[config.mk]
export PLATFORM = sky130hd
export DESIGN_NAME = branch_predictor_dyn_flat
export DESIGN_NICKNAME = d
export VERILOG_FILES = /design/src/rtl/branch_predictor_dyn_pkg.sv /design/src/rtl/branch_predictor_dyn_if.sv /design/src/rtl/branch_predictor_dyn_sat_counter.sv /design/src/rtl/branch_predictor_dyn.sv /design/src/flat_wrapper.sv
export SDC_FILE = /design/constraint.sdc
export NUM_CORES = 1
export LEC_CHECK = 0
export ABC_AREA = 1
export CAP_MARGIN = 15
export CORE_AREA = 10 10 408 410
export CTS_CLUSTER_DIAMETER = 50
export DETAILED_ROUTE_END_ITERATION = 8
export DIE_AREA = 0 0 418 420
export DONT_BUFFER_PORTS = 1
export PLACE_DENSITY = 0.51
export SKIP_CTS_REPAIR_TIMING = 1
export SYNTH_ARGS = -nofsm -noshare
export SYNTH_HDL_FRONTEND = slang
export SYNTH_SLANG_ARGS = --single-unit
[constraint.sdc]
create_clock -name clk -period 6.1 [get_ports clk]
set_clock_uncertainty 0.05 [all_clocks]
set_input_delay 1.22 -clock clk [delete_from_list [all_inputs] [get_ports clk]]
set_output_delay 1.22 -clock clk [all_outputs]
set_load 0.01 [all_outputs]
[src/rtl/branch_predictor_dyn_pkg.sv]
// Shared types and helpers for the dynamic branch predictor: counter encoding,
// BTB entry layout and B-type immediate decode.
package branch_pred_pkg;

    localparam logic [6:0] OPCODE_BRANCH = 7'b1100011;

    // Widest tag any legal ENTRIES (>= 2) can need; narrower tags are zero-extended.
    localparam int TAG_MAX_W = 29;

    typedef enum logic [1:0] {
        SNT = 2'b00,
        WNT = 2'b01,
        WT  = 2'b10,
        ST  = 2'b11
    } ctr_t;

    localparam ctr_t CTR_RESET = WNT;
    localparam ctr_t CTR_ALLOC = WT;

    typedef struct packed {
        logic                 valid;
        logic [TAG_MAX_W-1:0] tag;
        logic [31:0]          target;
        ctr_t                 ctr;
    } btb_entry_t;

    function automatic logic [31:0] b_imm(input logic [31:0] inst);
        return {{19{inst[31]}}, inst[31], inst[7], inst[30:25], inst[11:8], 1'b0};
    endfunction

endpackage

[src/rtl/branch_predictor_dyn_if.sv]
// Fetch-side prediction and execute-side training signals of the branch predictor.
interface branch_predictor_dyn_if;
    logic [31:0] iPCF;
    logic [31:0] iInstructionF;
    logic        oTakeBranch;
    logic [31:0] oBranchTarget;
    logic        iUpdateE;
    logic [31:0] iPCE;
    logic        iTakenE;
    logic [31:0] iTargetE;

    modport master (
        output iPCF, iInstructionF, iUpdateE, iPCE, iTakenE, iTargetE,
        input  oTakeBranch, oBranchTarget
    );

    modport slave (
        input  iPCF, iInstructionF, iUpdateE, iPCE, iTakenE, iTargetE,
        output oTakeBranch, oBranchTarget
    );
endinterface

[src/rtl/branch_predictor_dyn_sat_counter.sv]
// Next-state logic of a 2-bit saturating taken/not-taken counter.
module bp_sat_counter
    import branch_pred_pkg::*;
(
    input  ctr_t ctr,
    input  logic taken,
    output ctr_t nextCtr
);

    // Step toward strong-taken or strong-not-taken, holding at either end.
    always_comb begin
        nextCtr = ctr;
        case (ctr)
            SNT:     nextCtr = taken ? WNT : SNT;
            WNT:     nextCtr = taken ? WT  : SNT;
            WT:      nextCtr = taken ? ST  : WNT;
            ST:      nextCtr = taken ? ST  : WT;
            default: nextCtr = CTR_RESET;
        endcase
    end

endmodule

[src/rtl/branch_predictor_dyn.sv]
// Direct-mapped BTB with 2-bit counters; static backward-taken prediction on a miss.
module branch_predictor_dyn
    import branch_pred_pkg::*;
#(
    parameter int ENTRIES = 16
) (
    input logic                   clk,
    input logic                   rst,
    branch_predictor_dyn_if.slave bp
);

    localparam int IDX_W = $clog2(ENTRIES);
    localparam int TAG_W = 30 - IDX_W;

    btb_entry_t           btb_r [ENTRIES];
    logic [IDX_W-1:0]     fIdx_s;
    logic [IDX_W-1:0]     eIdx_s;
    logic [TAG_MAX_W-1:0] fTag_s;
    logic [TAG_MAX_W-1:0] eTag_s;
    btb_entry_t           fEnt_s;
    btb_entry_t           eEnt_s;
    logic                 fHit_s;
    logic                 eHit_s;
    ctr_t                 eNextCtr_s;
    logic                 predTake_s;
    logic [31:0]          predTarget_s;
    logic                 unusedBits_s;

    assign fIdx_s = bp.iPCF[IDX_W+1:2];
    assign eIdx_s = bp.iPCE[IDX_W+1:2];
    assign fTag_s = TAG_MAX_W'(bp.iPCF[31:IDX_W+2]);
    assign eTag_s = TAG_MAX_W'(bp.iPCE[31:IDX_W+2]);

    assign fEnt_s = btb_r[fIdx_s];
    assign eEnt_s = btb_r[eIdx_s];
    assign fHit_s = fEnt_s.valid && (fEnt_s.tag == fTag_s);
    assign eHit_s = eEnt_s.valid && (eEnt_s.tag == eTag_s);

    assign unusedBits_s = ^{bp.iPCF[1:0], bp.iPCE[1:0], bp.iInstructionF[24:12]};

    bp_sat_counter u_sat_counter (
        .ctr     (eEnt_s.ctr),
        .taken   (bp.iTakenE),
        .nextCtr (eNextCtr_s)
    );

    // Same-cycle prediction from the current table; no bypass of a pending update.
    always_comb begin
        predTake_s   = 1'b0;
        predTarget_s = 32'd0;
        if (bp.iInstructionF[6:0] == OPCODE_BRANCH) begin
            if (fHit_s) begin
                predTake_s   = fEnt_s.ctr[1];
                predTarget_s = fEnt_s.ctr[1] ? fEnt_s.target : 32'd0;
            end else begin
                predTake_s   = bp.iInstructionF[31];
                predTarget_s = bp.iInstructionF[31]
                             ? (bp.iPCF + b_imm(bp.iInstructionF)) : 32'd0;
            end
        end else begin
            predTake_s   = 1'b0;
            predTarget_s = 32'd0;
        end
    end

    assign bp.oTakeBranch   = predTake_s;
    assign bp.oBranchTarget = predTarget_s;

    // Table training; reset clears valid/ctr only and always beats a concurrent update.
    always_ff @(posedge clk) begin
        if (rst) begin
            for (int i = 0; i < ENTRIES; i++) begin
                btb_r[i].valid <= 1'b0;
                btb_r[i].ctr   <= CTR_RESET;
            end
        end else if (bp.iUpdateE) begin
            if (eHit_s) begin
                btb_r[eIdx_s].ctr <= eNextCtr_s;
                if (bp.iTakenE) begin
                    btb_r[eIdx_s].target <= bp.iTargetE;
                end
            end else if (bp.iTakenE) begin
                btb_r[eIdx_s] <= '{valid: 1'b1, tag: eTag_s,
                                   target: bp.iTargetE, ctr: CTR_ALLOC};
            end
        end
    end

endmodule

[src/flat_wrapper.sv]
// flat-port wrapper written by rule: the top's interface ports become plain ports
module branch_predictor_dyn_flat import branch_pred_pkg::*;
#(
    parameter int ENTRIES = 16
)
  (clk, rst, bp_iPCF, bp_iInstructionF, bp_iUpdateE, bp_iPCE, bp_iTakenE, bp_iTargetE, bp_oTakeBranch, bp_oBranchTarget);
  branch_predictor_dyn_if bp_i ();
  input logic clk;
  input logic rst;
  input wire logic [$bits(bp_i.iPCF)-1:0] bp_iPCF;
  input wire logic [$bits(bp_i.iInstructionF)-1:0] bp_iInstructionF;
  input wire logic [$bits(bp_i.iUpdateE)-1:0] bp_iUpdateE;
  input wire logic [$bits(bp_i.iPCE)-1:0] bp_iPCE;
  input wire logic [$bits(bp_i.iTakenE)-1:0] bp_iTakenE;
  input wire logic [$bits(bp_i.iTargetE)-1:0] bp_iTargetE;
  output wire logic [$bits(bp_i.oTakeBranch)-1:0] bp_oTakeBranch;
  output wire logic [$bits(bp_i.oBranchTarget)-1:0] bp_oBranchTarget;
  assign bp_i.iPCF = bp_iPCF;
  assign bp_i.iInstructionF = bp_iInstructionF;
  assign bp_i.iUpdateE = bp_iUpdateE;
  assign bp_i.iPCE = bp_iPCE;
  assign bp_i.iTakenE = bp_iTakenE;
  assign bp_i.iTargetE = bp_iTargetE;
  assign bp_oTakeBranch = bp_i.oTakeBranch;
  assign bp_oBranchTarget = bp_i.oBranchTarget;
  branch_predictor_dyn #(.ENTRIES(ENTRIES)) u_core (.clk(clk), .rst(rst), .bp(bp_i));
endmodule
Word-level counts from Yosys, hierarchy flattened
Memory sizes are Yosys's and may differ from the RTL's.
Index checks and enable logic that the tools add are counted.
- $add $sub $neg: 1
- equality and inequality tests: 6
- muxes and demuxes: 31
- bitwise operators: 2
- reduce and logical (&&, ||, !) cells: 4
- operators by type and width (operator ; number):
    32-bit two-way mux ; 5
    61-bit two-way mux ; 1
    61-bit OR reduction ; 1
    29-bit by 26-bit equality test with 1-bit output ; 2
    32-bit adder ; 1
    1-bit two-way mux ; 19
    4-bit two-way mux ; 2
    2-bit one-hot mux with 4 select lines ; 1
    7-bit equality test (second input constant) ; 1
    2-bit two-way mux ; 3
    2-bit equality test (second input constant) ; 2
    2-bit by 1-bit equality test with 1-bit output (second input constant) ; 1
    1-bit logical AND ; 2
    2-bit logical NOT ; 1
    1-bit OR ; 2
- register bits: 0
- RAM bits: 976
- input port bits: 132
- output and inout bits: 33
- logic and storage cells: 45
- memories kept: 1
- memories (name ; depth ; bits a word ; read ports ; clocked after Yosys merged registers in ; wr ports ; RTL line ; RTL):
    u_core.btb_r ; 16 ; 61 ; 2 ; 0 ; 16 ; branch_predictor_dyn.sv:15 ; btb_entry_t btb_r [ENTRIES];

Longest topological paths before layout
Gate-level depths: netlist of the first run.
An unclocked memory read counts as a cell.
- depth after elaboration: 10
- gate-level depth with buffers: 23
- gate-level depth less buffers: 19

Modules after synthesis
From an unflattened synthesis of the first run, not the netlist that was laid out.
- cells, all modules: 5135
- area, all modules: 47863.4 sq um
- by module, submodules not included (module ; times used ; cells each ; area each (sq um) ; seq. area each (sq um)):
    branch_predictor_dyn ; 1 ; 5130 ; 47842.1 ; 29148.0
    bp_sat_counter ; 1 ; 5 ; 21.3 ; 0.0

Worst setup path after synthesis of the first run
OpenSTA, ideal clock, no wires.
- path kind: input-to-reg
- from: input bp_iPCE[4]
- to: memory u_core.btb_r[4][34] (netlist bit), enable pin
- library setup time: 0.381 ns
- arrival time: 5.134 ns
- required time: 5.669 ns
- slack: 0.535 ns
- stages on the path: 8
- path buffers: 2
- path through: inv_1 nor2_1 clkbuf_1 buf_2 inv_1 nor3_1 nand2_1 inv_1
- RTL lines (what ; RTL line ; RTL):
    from (decl) ; flat_wrapper.sv:13 ; input wire logic [$bits(bp_i.iPCE)-1:0] bp_iPCE;
    to (decl) ; branch_predictor_dyn.sv:15 ;

Worst setup path in the final report of the first run
- from: input bp_iPCF[2]
- to: output bp_oBranchTarget[17]
- longest elaborated chain between the ends: 5
- elaborated cells on any way between the ends: 8
- those cells by class: 1 x add/sub; 1 x eq/ne; 4 x mux; 1 x reduce/logical; 1 x memory
- ends and longest elaborated chain (what ; RTL line ; RTL):
    from (decl) ; flat_wrapper.sv:10 ; input wire logic [$bits(bp_i.iPCF)-1:0] bp_iPCF;
    branches (longest 3 deep; another with 32-bit adder) ; - ;
    32-bit two-way mux (*) ; branch_predictor_dyn.sv:52 ; if (fHit_s) begin
    32-bit two-way mux (*) ; branch_predictor_dyn.sv:51 ; if (bp.iInstructionF[6:0] == OPCODE_BRANCH) begin
    to (decl) ; flat_wrapper.sv:17 ; output wire logic [$bits(bp_i.oBranchTarget)-1:0] bp_oBranchTarget;
Every way passes the cells marked *.

==> report_table.html, run 1 <==
<table>
<tr><th>Metric</th><th>Value</th></tr>
<tr><th colspan="2">Power</th></tr>
<tr><td>Cell leakage power</td><td>19.3 nW</td></tr>
<tr><td>Worst vdd ir</td><td>217 µV</td></tr>
<tr><td>Power per Cell Area</td><td>291 nW/µm²</td></tr>
<tr><th colspan="2">Synth</th></tr>
<tr><td>Register area share after synthesis</td><td>61.9%</td></tr>
<tr><td>Share of synthesized flip-flops with an asynchronous set or reset</td><td>0%</td></tr>
<tr><td>Most numerous cell in the Yosys netlist</td><td>nand2_1</td></tr>
<tr><td>Synth area leaders</td><td>edfxtp_1 (61%), nand2_1 (8.9%), o21ai_0 (6.3%)</td></tr>
<tr><td>Synthesized area divided by synthesized cell count</td><td>9.79 µm²</td></tr>
<tr><td>Flip-flop and latch count after synthesis</td><td>976</td></tr>
<tr><td>Synthesized Nets</td><td>a little under 5000</td></tr>
<tr><td>Number of different library cells in the post-synthesis netlist</td><td>a little under 50</td></tr>
<tr><td>Synth warnings</td><td>0</td></tr>
<tr><td>Synth Cell Area</td><td>47100 µm²</td></tr>
<tr><td>Area fraction of the dominant cell type after synthesis</td><td>between 60% and 70%</td></tr>
<tr><td>Gate Count Post-Synth</td><td>4812</td></tr>
<tr><td>Most common flop cell mapped by yosys</td><td>edfxtp_1</td></tr>
<tr><td>EDFF count, synth</td><td>960</td></tr>
<tr><td>Cell taking the most area after synthesis</td><td>edfxtp_1</td></tr>
<tr><td>Leading cell types by count after synthesis</td><td>nand2_1 (1121), edfxtp_1 (960), o21ai_0 (595)</td></tr>
<tr><th colspan="2">Setup path</th></tr>
<tr><td>Crit path DAT</td><td>between 4000 and 5000 ps</td></tr>
<tr><td>Slack of the worst reg-to-reg path</td><td>between 2000 and 2500 ps</td></tr>
<tr><td>Largest fanout of any net on the critical path</td><td>451</td></tr>
<tr><td>Worst setup EP type</td><td>output pin</td></tr>
<tr><td>Type of element launching the critical path</td><td>input pin</td></tr>
<tr><td>Req. time, crit path</td><td>~4800 ps</td></tr>
<tr><td>Depth of the worst register-to-register path</td><td>16</td></tr>
<tr><td>Critical path start-end classification</td><td>in -&gt; out</td></tr>
<tr><th colspan="2">Drt</th></tr>
<tr><td>Post-route ant nets</td><td>0</td></tr>
<tr><td>Routed length on met2</td><td>approximately 77000 µm</td></tr>
<tr><td>Violation count after the first detailed-route iteration</td><td>3715</td></tr>
<tr><td>Average via count per standard cell</td><td>around 5.2</td></tr>
<tr><td>Detailed-route wire length per cell</td><td>23.9 µm</td></tr>
<tr><td>Met1 Routed Length</td><td>69200 µm</td></tr>
<tr><td>Top routing layer used</td><td>met4</td></tr>
<tr><td>Total wirelength of the detailed-routed design</td><td>165000 µm</td></tr>
<tr><td>Met3 WL</td><td>13400 µm</td></tr>
<tr><td>Count of TritonRoute iterations in the first routing pass</td><td>6</td></tr>
<tr><td>Total via count after detailed routing</td><td>around 36000</td></tr>
<tr><td>DRC violation count after routing</td><td>0</td></tr>
<tr><th colspan="2">Finish</th></tr>
<tr><td>Final layout net count</td><td>~4900</td></tr>
<tr><td>Number of filler instances in the final layout</td><td>15900</td></tr>
<tr><td>Number of standard cells in the final layout excluding fillers</td><td>6923</td></tr>
<tr><td>Footprint of the multi-input gates</td><td>15500 µm²</td></tr>
<tr><td>Largest registers</td><td>u_core.btb_r x976</td></tr>
<tr><td>Number of flip-flops in the largest register</td><td>roughly 980</td></tr>
<tr><td>FF/Latch Area</td><td>29100 µm²</td></tr>
<tr><td>Proportion of layout cells with a drive suffix above 1</td><td>7.51%</td></tr>
<tr><td>Layout overhead on the synthesized area</td><td>13.7%</td></tr>
<tr><td>Register name with the most flops</td><td>u_core.btb_r</td></tr>
<tr><th colspan="2">Status</th></tr>
<tr><td>Failing checks</td><td>max-slew violations, negative setup slack</td></tr>
<tr><td>Result of the run</td><td>finished, violations left</td></tr>
<tr><th colspan="2">Global routing</th></tr>
<tr><td>GRT Total Usage</td><td>between 10% and 20%</td></tr>
<tr><td>Wire length of the first global-routing pass</td><td>236000 µm</td></tr>
<tr><td>Grt ovf</td><td>0</td></tr>
<tr><td>Pin count of the biggest net entering global routing</td><td>449</td></tr>
<tr><td>Antenna violations before repair</td><td>3</td></tr>
<tr><td>Number of global-route vias before repair</td><td>34000</td></tr>
<tr><th colspan="2">Clock network</th></tr>
<tr><td>Clock tree from TritonCTS</td><td>done</td></tr>
<tr><td>H-tree level count</td><td>3</td></tr>
<tr><td>TritonCTS buffer count</td><td>112</td></tr>
<tr><td>Number of sinks driven by the clock tree</td><td>976</td></tr>
<tr><td>Master cell of the clock root buffer</td><td>clkbuf_16</td></tr>
<tr><td>Clk Latency, worst-skew pair</td><td>between 700 and 800 ps</td></tr>
<tr><td>CTS clk-pin slew, worst paths</td><td>60 ps</td></tr>
<tr><td>Clock tree buffer depth</td><td>3</td></tr>
<tr><th colspan="2">Placement</th></tr>
<tr><td>Placed cell count</td><td>between 6000 and 7000</td></tr>
<tr><td>Post-place setup slack</td><td>442 ps</td></tr>
<tr><td>Global placement routability congestion</td><td>just over 0.9</td></tr>
<tr><td>Detailed placer's ending HPWL</td><td>95100 µm</td></tr>
<tr><td>IO buf count</td><td>0</td></tr>
<tr><th colspan="2">Flow run</th></tr>
<tr><td># Max-Cap Violations</td><td>0</td></tr>
<tr><th colspan="2">Floorplanning</th></tr>
<tr><td>Standard cell core area</td><td>158000 µm²</td></tr>
<tr><td>Effective utilization at floorplan</td><td>between 20% and 30%</td></tr>
<tr><td>Die boundary width</td><td>418 µm</td></tr>
<tr><td>Area enclosed by the die boundary</td><td>176000 µm²</td></tr>
<tr><td>Die Height</td><td>420 µm</td></tr>
<tr><td>Count of boundary I/O pins</td><td>about 170</td></tr>
<tr><td>FP Rows</td><td>roughly 150</td></tr>
<tr><th colspan="2">Min path</th></tr>
<tr><td>Worst Hold Class</td><td>reg -&gt; reg</td></tr>
<tr><td>Worst hold path depth</td><td>2</td></tr>
<tr><th colspan="2">STA</th></tr>
<tr><td>Final Critical Period</td><td>6150 ps</td></tr>
<tr><td>Final clock period utilization by the worst path</td><td>101%</td></tr>
<tr><td>Worst-margin pin slew</td><td>2090 ps</td></tr>
<tr><td>Max transition margin</td><td>-39.5%</td></tr>
<tr><td>Count of pins over their slew limit</td><td>242</td></tr>
<tr><td>Final setup violating endpoints</td><td>4</td></tr>
<tr><td>Timing-limited maximum frequency</td><td>163 MHz</td></tr>
<tr><td>Worst setup slack after layout</td><td>-47.5 ps</td></tr>
<tr><td>RSZ-0062 raised after global routing</td><td>no</td></tr>
<tr><td>Final Hold Violating Endpoints</td><td>0</td></tr>
</table>
## power breakdown
part | switching [W] | internal [W]
logic | 0.000846 | 0.000391
clock network | 0.00290 | 0.00404
registers | 0.0000149 | 0.00742
total | 0.00376 | 0.0118
## layout make-up
| class | instances | area share (%) |
|---|---|---|
| clock inverters | 79 | 1.76 |
| multi-input cells | 3211 | 28.8 |
| inverters | 326 | 2.36 |
| diodes | 1 | 0.00467 |
| flip-flops and latches | 976 | 54.4 |
| well taps | 2072 | 4.84 |
| repair buffers | 123 | 2.35 |
| repair inverters | 3 | 0.0631 |
| clock buffers | 132 | 5.37 |
## cell families (layout without fill, tap and decap cells)
kind of cell / count (synthesis) / after routing / share of synthesized area [%]
other cells: 0 / 1 / 0
buf+inv: 625 / 663 / 5.61
xor+xnor: 24 / 24 / 0.446
compound gates: 1142 / 1142 / 13.9
simple gates: 2014 / 2014 / 17.3
flops: 976 / 976 / 61.9
fa+ha+maj: 31 / 31 / 0.839
## path summary, 6_finish.rpt
kind	from	end
hold reg to reg	u_core.btb_r[3][60]	u_core.btb_r[3][60]
setup / recovery	bp_iPCF[2]	bp_oBranchTarget[17]
setup reg to reg	u_core.btb_r[14][34]	u_core.btb_r[6][43]
hold / removal	u_core.btb_r[3][60]	u_core.btb_r[3][60]
## worst max-delay path: stages
cell and delay, ps:
clkinv_16 340, buf_12 230, o211ai_1 110, nand3_1 110
nand3_1 320, nand3_1 260, nand2_1 90, nor2_1 100
nand2_1 50, nor2_1 100, nand2_1 130, nor2_4 240
buf_4 290, nand3_1 100, a21oi_1 340, buf_4 190
## per-layer routing
| layer | GRT usage, % | up-vias |
|---|---|---|
| met4 | 6.75 | 0 |
| met5 | 0 | - |
| met2 | 29.6 | 1413 |
| met3 | 3.51 | 274 |
| met1 | 23.7 | 17700 |
| li1 | - | 16800 |
## layout by cell type, fill, tap and decap left out, types with 97 or more instances in the layout
cell type / n
o22ai_1: 97
o211ai_1: 133
o21ai_0: 595
a21oi_1: 178
inv_1: 298
clkbuf_16: 112
nand3_1: 254
nor2_1: 533
nand2_1: 1121
edfxtp_1: 960
## through the flow
step                hold slack (ps)  total power, W  utilization, %  cell area [µm²]  setup TNS, ps
CTS                             423          0.0157            33.9            53500              0
global route                    437          0.0161            33.9            53600              0
floorplan                       395         0.00848               -            47100              0
global placement                407         0.00878            31.5            49700              0
finish                          427          0.0156            33.9            53600           -109
detailed placement              412         0.00879            31.5            49700              0
(Power assumes the default switching activity.)
==> run 2, diff against run 1 <==
- REMOVE_ABC_BUFFERS: default -> 1
==> report_table.html, run 2 (synthesis gave the netlist of run 1 again) <==
<table>
<tr><th>Metric</th><th>Value</th></tr>
<tr><th colspan="2">Floorplanning</th></tr>
<tr><td>FP Rows</td><td>between 100 and 150</td></tr>
<tr><td>Effective utilization at floorplan</td><td>29.8%</td></tr>
<tr><td>Area enclosed by the die boundary</td><td>roughly 180000 µm²</td></tr>
<tr><td>Die Height</td><td>420 µm</td></tr>
<tr><td>Die boundary width</td><td>approximately 420 µm</td></tr>
<tr><td>Count of boundary I/O pins</td><td>165</td></tr>
<tr><td>Standard cell core area</td><td>158000 µm²</td></tr>
<tr><th colspan="2">Placement</th></tr>
<tr><td>Detailed placer's ending HPWL</td><td>94500 µm</td></tr>
<tr><td>Placed cell count</td><td>roughly 6700</td></tr>
<tr><td>Global placement routability congestion</td><td>0.903</td></tr>
<tr><td>Placed Area</td><td>49800 µm²</td></tr>
<tr><td>Post-place setup slack</td><td>402 ps</td></tr>
<tr><td>IO buf count</td><td>0</td></tr>
<tr><th colspan="2">Global routing</th></tr>
<tr><td>GRT Total Usage</td><td>around 18%</td></tr>
<tr><td>Number of global-route vias before repair</td><td>33700</td></tr>
<tr><td>Grt ovf</td><td>0</td></tr>
<tr><td>Pin count of the biggest net entering global routing</td><td>449</td></tr>
<tr><td>Antenna violations before repair</td><td>3</td></tr>
<tr><td>Wire length of the first global-routing pass</td><td>236000 µm</td></tr>
<tr><th colspan="2">Setup path</th></tr>
<tr><td>Capture point of the worst reg-to-reg path</td><td>u_core.btb_r[1][56]</td></tr>
<tr><td>Crit path DAT</td><td>between 4000 and 5000 ps</td></tr>
<tr><td>Critical Path Source</td><td>bp_iPCF[2]</td></tr>
<tr><td>Depth of the worst register-to-register path</td><td>14</td></tr>
<tr><td>Library cell contributing the largest single delay on the critical path</td><td>nand3_1</td></tr>
<tr><td>Critical path start-end classification</td><td>in -&gt; out</td></tr>
<tr><td>Slack of the worst reg-to-reg path</td><td>2700 ps</td></tr>
<tr><td>Largest fanout of any net on the critical path</td><td>99</td></tr>
<tr><td>Type of element launching the critical path</td><td>input pin</td></tr>
<tr><td>Cell chain of the critical path</td><td>buf_16 &gt; inv_8 &gt; buf_12 &gt; nor2_1 &gt; o211ai_1 &gt; nand3_1 &gt; nand3_1 &gt; nand3_1 &gt; nor2_1 &gt; nand2_1 &gt; nor2_1 &gt; nand3_1 &gt; nand2_1 &gt; nand2_1 &gt; nor2_1 &gt; buf_4</td></tr>
<tr><td>FF-to-FF Start</td><td>u_core.btb_r[8][37]</td></tr>
<tr><td>Crit path largest cell delay</td><td>410 ps</td></tr>
<tr><td>Req. time, crit path</td><td>around 4800 ps</td></tr>
<tr><td>Worst setup EP type</td><td>output pin</td></tr>
<tr><th colspan="2">Drt</th></tr>
<tr><td>DRC violation count after routing</td><td>0</td></tr>
<tr><td>Average via count per standard cell</td><td>around 5.2</td></tr>
<tr><td>Count of TritonRoute iterations in the first routing pass</td><td>6</td></tr>
<tr><td>Detailed-route wire length per cell</td><td>24.0 µm</td></tr>
<tr><td>Violation count after the first detailed-route iteration</td><td>between 3000 and 4000</td></tr>
<tr><td>Total via count after detailed routing</td><td>~36000</td></tr>
<tr><td>Total wirelength of the detailed-routed design</td><td>166000 µm</td></tr>
<tr><td>Post-route ant nets</td><td>0</td></tr>
<tr><th colspan="2">Power</th></tr>
<tr><td>Sw frac</td><td>24.4%</td></tr>
<tr><td>Relative contribution of sequential cells to total power</td><td>48.7%</td></tr>
<tr><td>Power dissipated by switching net loads</td><td>0.00372 W</td></tr>
<tr><td>Fraction of power consumed by combinational cells</td><td>8.3%</td></tr>
<tr><td>P_int</td><td>0.0115 W</td></tr>
<tr><td>Worst vdd ir</td><td>213 µV</td></tr>
<tr><td>Overall power after layout</td><td>approximately 0.015 W</td></tr>
<tr><td>Cell leakage power</td><td>19.3 nW</td></tr>
<tr><td>Power per Cell Area</td><td>285 nW/µm²</td></tr>
<tr><td>Clock Power Share</td><td>43.0%</td></tr>
<tr><th colspan="2">Min path</th></tr>
<tr><td>Worst hold path endpoint</td><td>u_core.btb_r[15][60]</td></tr>
<tr><td>Worst Hold Class</td><td>reg -&gt; reg</td></tr>
<tr><td>Startpoint of the most critical hold path</td><td>u_core.btb_r[15][60]</td></tr>
<tr><td>Worst hold path depth</td><td>2</td></tr>
<tr><th colspan="2">Clock network</th></tr>
<tr><td>TritonCTS buffer count</td><td>about 110</td></tr>
<tr><td>Master cell of the clock root buffer</td><td>clkbuf_16</td></tr>
<tr><td>H-tree level count</td><td>3</td></tr>
<tr><td>CTS clk-pin slew, worst paths</td><td>50 ps</td></tr>
<tr><td>Clk Latency, worst-skew pair</td><td>720 ps</td></tr>
<tr><td>Clock tree buffer depth</td><td>3</td></tr>
<tr><td>Number of sinks driven by the clock tree</td><td>a little under 1000</td></tr>
<tr><td>Clock tree from TritonCTS</td><td>done</td></tr>
<tr><th colspan="2">Finish</th></tr>
<tr><td>Layout overhead on the synthesized area</td><td>13.6%</td></tr>
<tr><td>Largest registers</td><td>u_core.btb_r x976</td></tr>
<tr><td>Proportion of layout cells with a drive suffix above 1</td><td>between 7 and 8%</td></tr>
<tr><td>Number of flip-flops in the largest register</td><td>slightly below 1000</td></tr>
<tr><td>Register name with the most flops</td><td>u_core.btb_r</td></tr>
<tr><td>Final layout net count</td><td>4923</td></tr>
<tr><td>Design area</td><td>53500 µm²</td></tr>
<tr><td>Number of filler instances in the final layout</td><td>16000</td></tr>
<tr><td>Number of standard cells in the final layout excluding fillers</td><td>6926</td></tr>
<tr><td>Leading cell type in the layout, fill and taps excluded</td><td>nand2_1</td></tr>
<tr><td>Most used cells in the layout excluding fill and tap cells</td><td>nand2_1 (1120), edfxtp_1 (960), o21ai_0 (595)</td></tr>
<tr><th colspan="2">Flow run</th></tr>
<tr><td># Max-Cap Violations</td><td>0</td></tr>
<tr><th colspan="2">STA</th></tr>
<tr><td>Final Hold Violating Endpoints</td><td>0</td></tr>
<tr><td>Worst-margin pin slew</td><td>996 ps</td></tr>
<tr><td>Final setup violating endpoints</td><td>0</td></tr>
<tr><td>Final clock period utilization by the worst path</td><td>97.4%</td></tr>
<tr><td>RSZ-0062 raised after global routing</td><td>no</td></tr>
<tr><td>Count of pins over their slew limit</td><td>0</td></tr>
<tr><td>Worst setup slack after layout</td><td>158 ps</td></tr>
<tr><td>Timing-limited maximum frequency</td><td>168 MHz</td></tr>
<tr><td>Max transition margin</td><td>around 34%</td></tr>
<tr><td>Final Critical Period</td><td>5940 ps</td></tr>
<tr><th colspan="2">Status</th></tr>
<tr><td>Result of the run</td><td>complete, no violations</td></tr>
</table>
## run 2: per-layer routing
layer	routed length [µm]	part of all wire (%)	global-route usage, %	up-vias
met2	80800	49	30.8	1271
met1	69400	42	23.4	17800
met3	10700	6.4	2.92	252
li1	-	-	-	16800
met4	5280	3.2	5.55	0
met5	0	0	0	-
## run 2: power groups by stage
stage / Combinational (W) / Clock [W] / Sequential (W)
5_1_grt: 0.00140 / 0.00694 / 0.00743
4_1_cts: 0.00120 / 0.00667 / 0.00743
3_3_place_gp: 0.00119 / 0 / 0.00757
6_report: 0.00127 / 0.00657 / 0.00743
3_5_place_dp: 0.00119 / 0 / 0.00757
2_1_floorplan: 0.000793 / 0 / 0.00757
## run 2: layout make-up
type	instances	area, µm²	share of cell area, %
diodes	3	7.51	0.0140
inverters	326	1240	2.33
repair buffers	132	1480	2.76
multi-input cells	3211	15500	28.9
flip-flops and latches	976	29100	54.5
clock inverters	73	656	1.23
clock buffers	133	2920	5.47
well taps	2072	2590	4.85
## run 2: stage by stage
stage / setup TNS (ps) / util, % / hold WS, ps
4_1_cts: 0 / 33.8 / 421
2_1_floorplan: -75150 / - / 395
3_5_place_dp: 0 / 31.5 / 409
5_1_grt: 0 / 33.9 / 443
3_3_place_gp: 0 / 31.5 / 405
6_report: 0 / 33.9 / 421
## run 2: worst max-delay path by stage
stage                      endpoint  cells past startpoint  slack, ps
2_1_floorplan   bp_oBranchTarget[0]                     12      -1930
3_5_place_dp   bp_oBranchTarget[27]                     17        400
3_3_place_gp   bp_oBranchTarget[17]                     15        410
4_1_cts        bp_oBranchTarget[27]                     17        430
5_1_grt        bp_oBranchTarget[22]                     19         30
6_report       bp_oBranchTarget[28]                     16        160
## run 2: worst max-delay path, delay by kind of cell
| family | cells | cell delay, ps |
|---|---|---|
| buffers and inverters | 4 | 910 |
| AND/OR/NAND/NOR | 11 | 2010 |
| AO/OA/AOI/OAI | 1 | 210 |
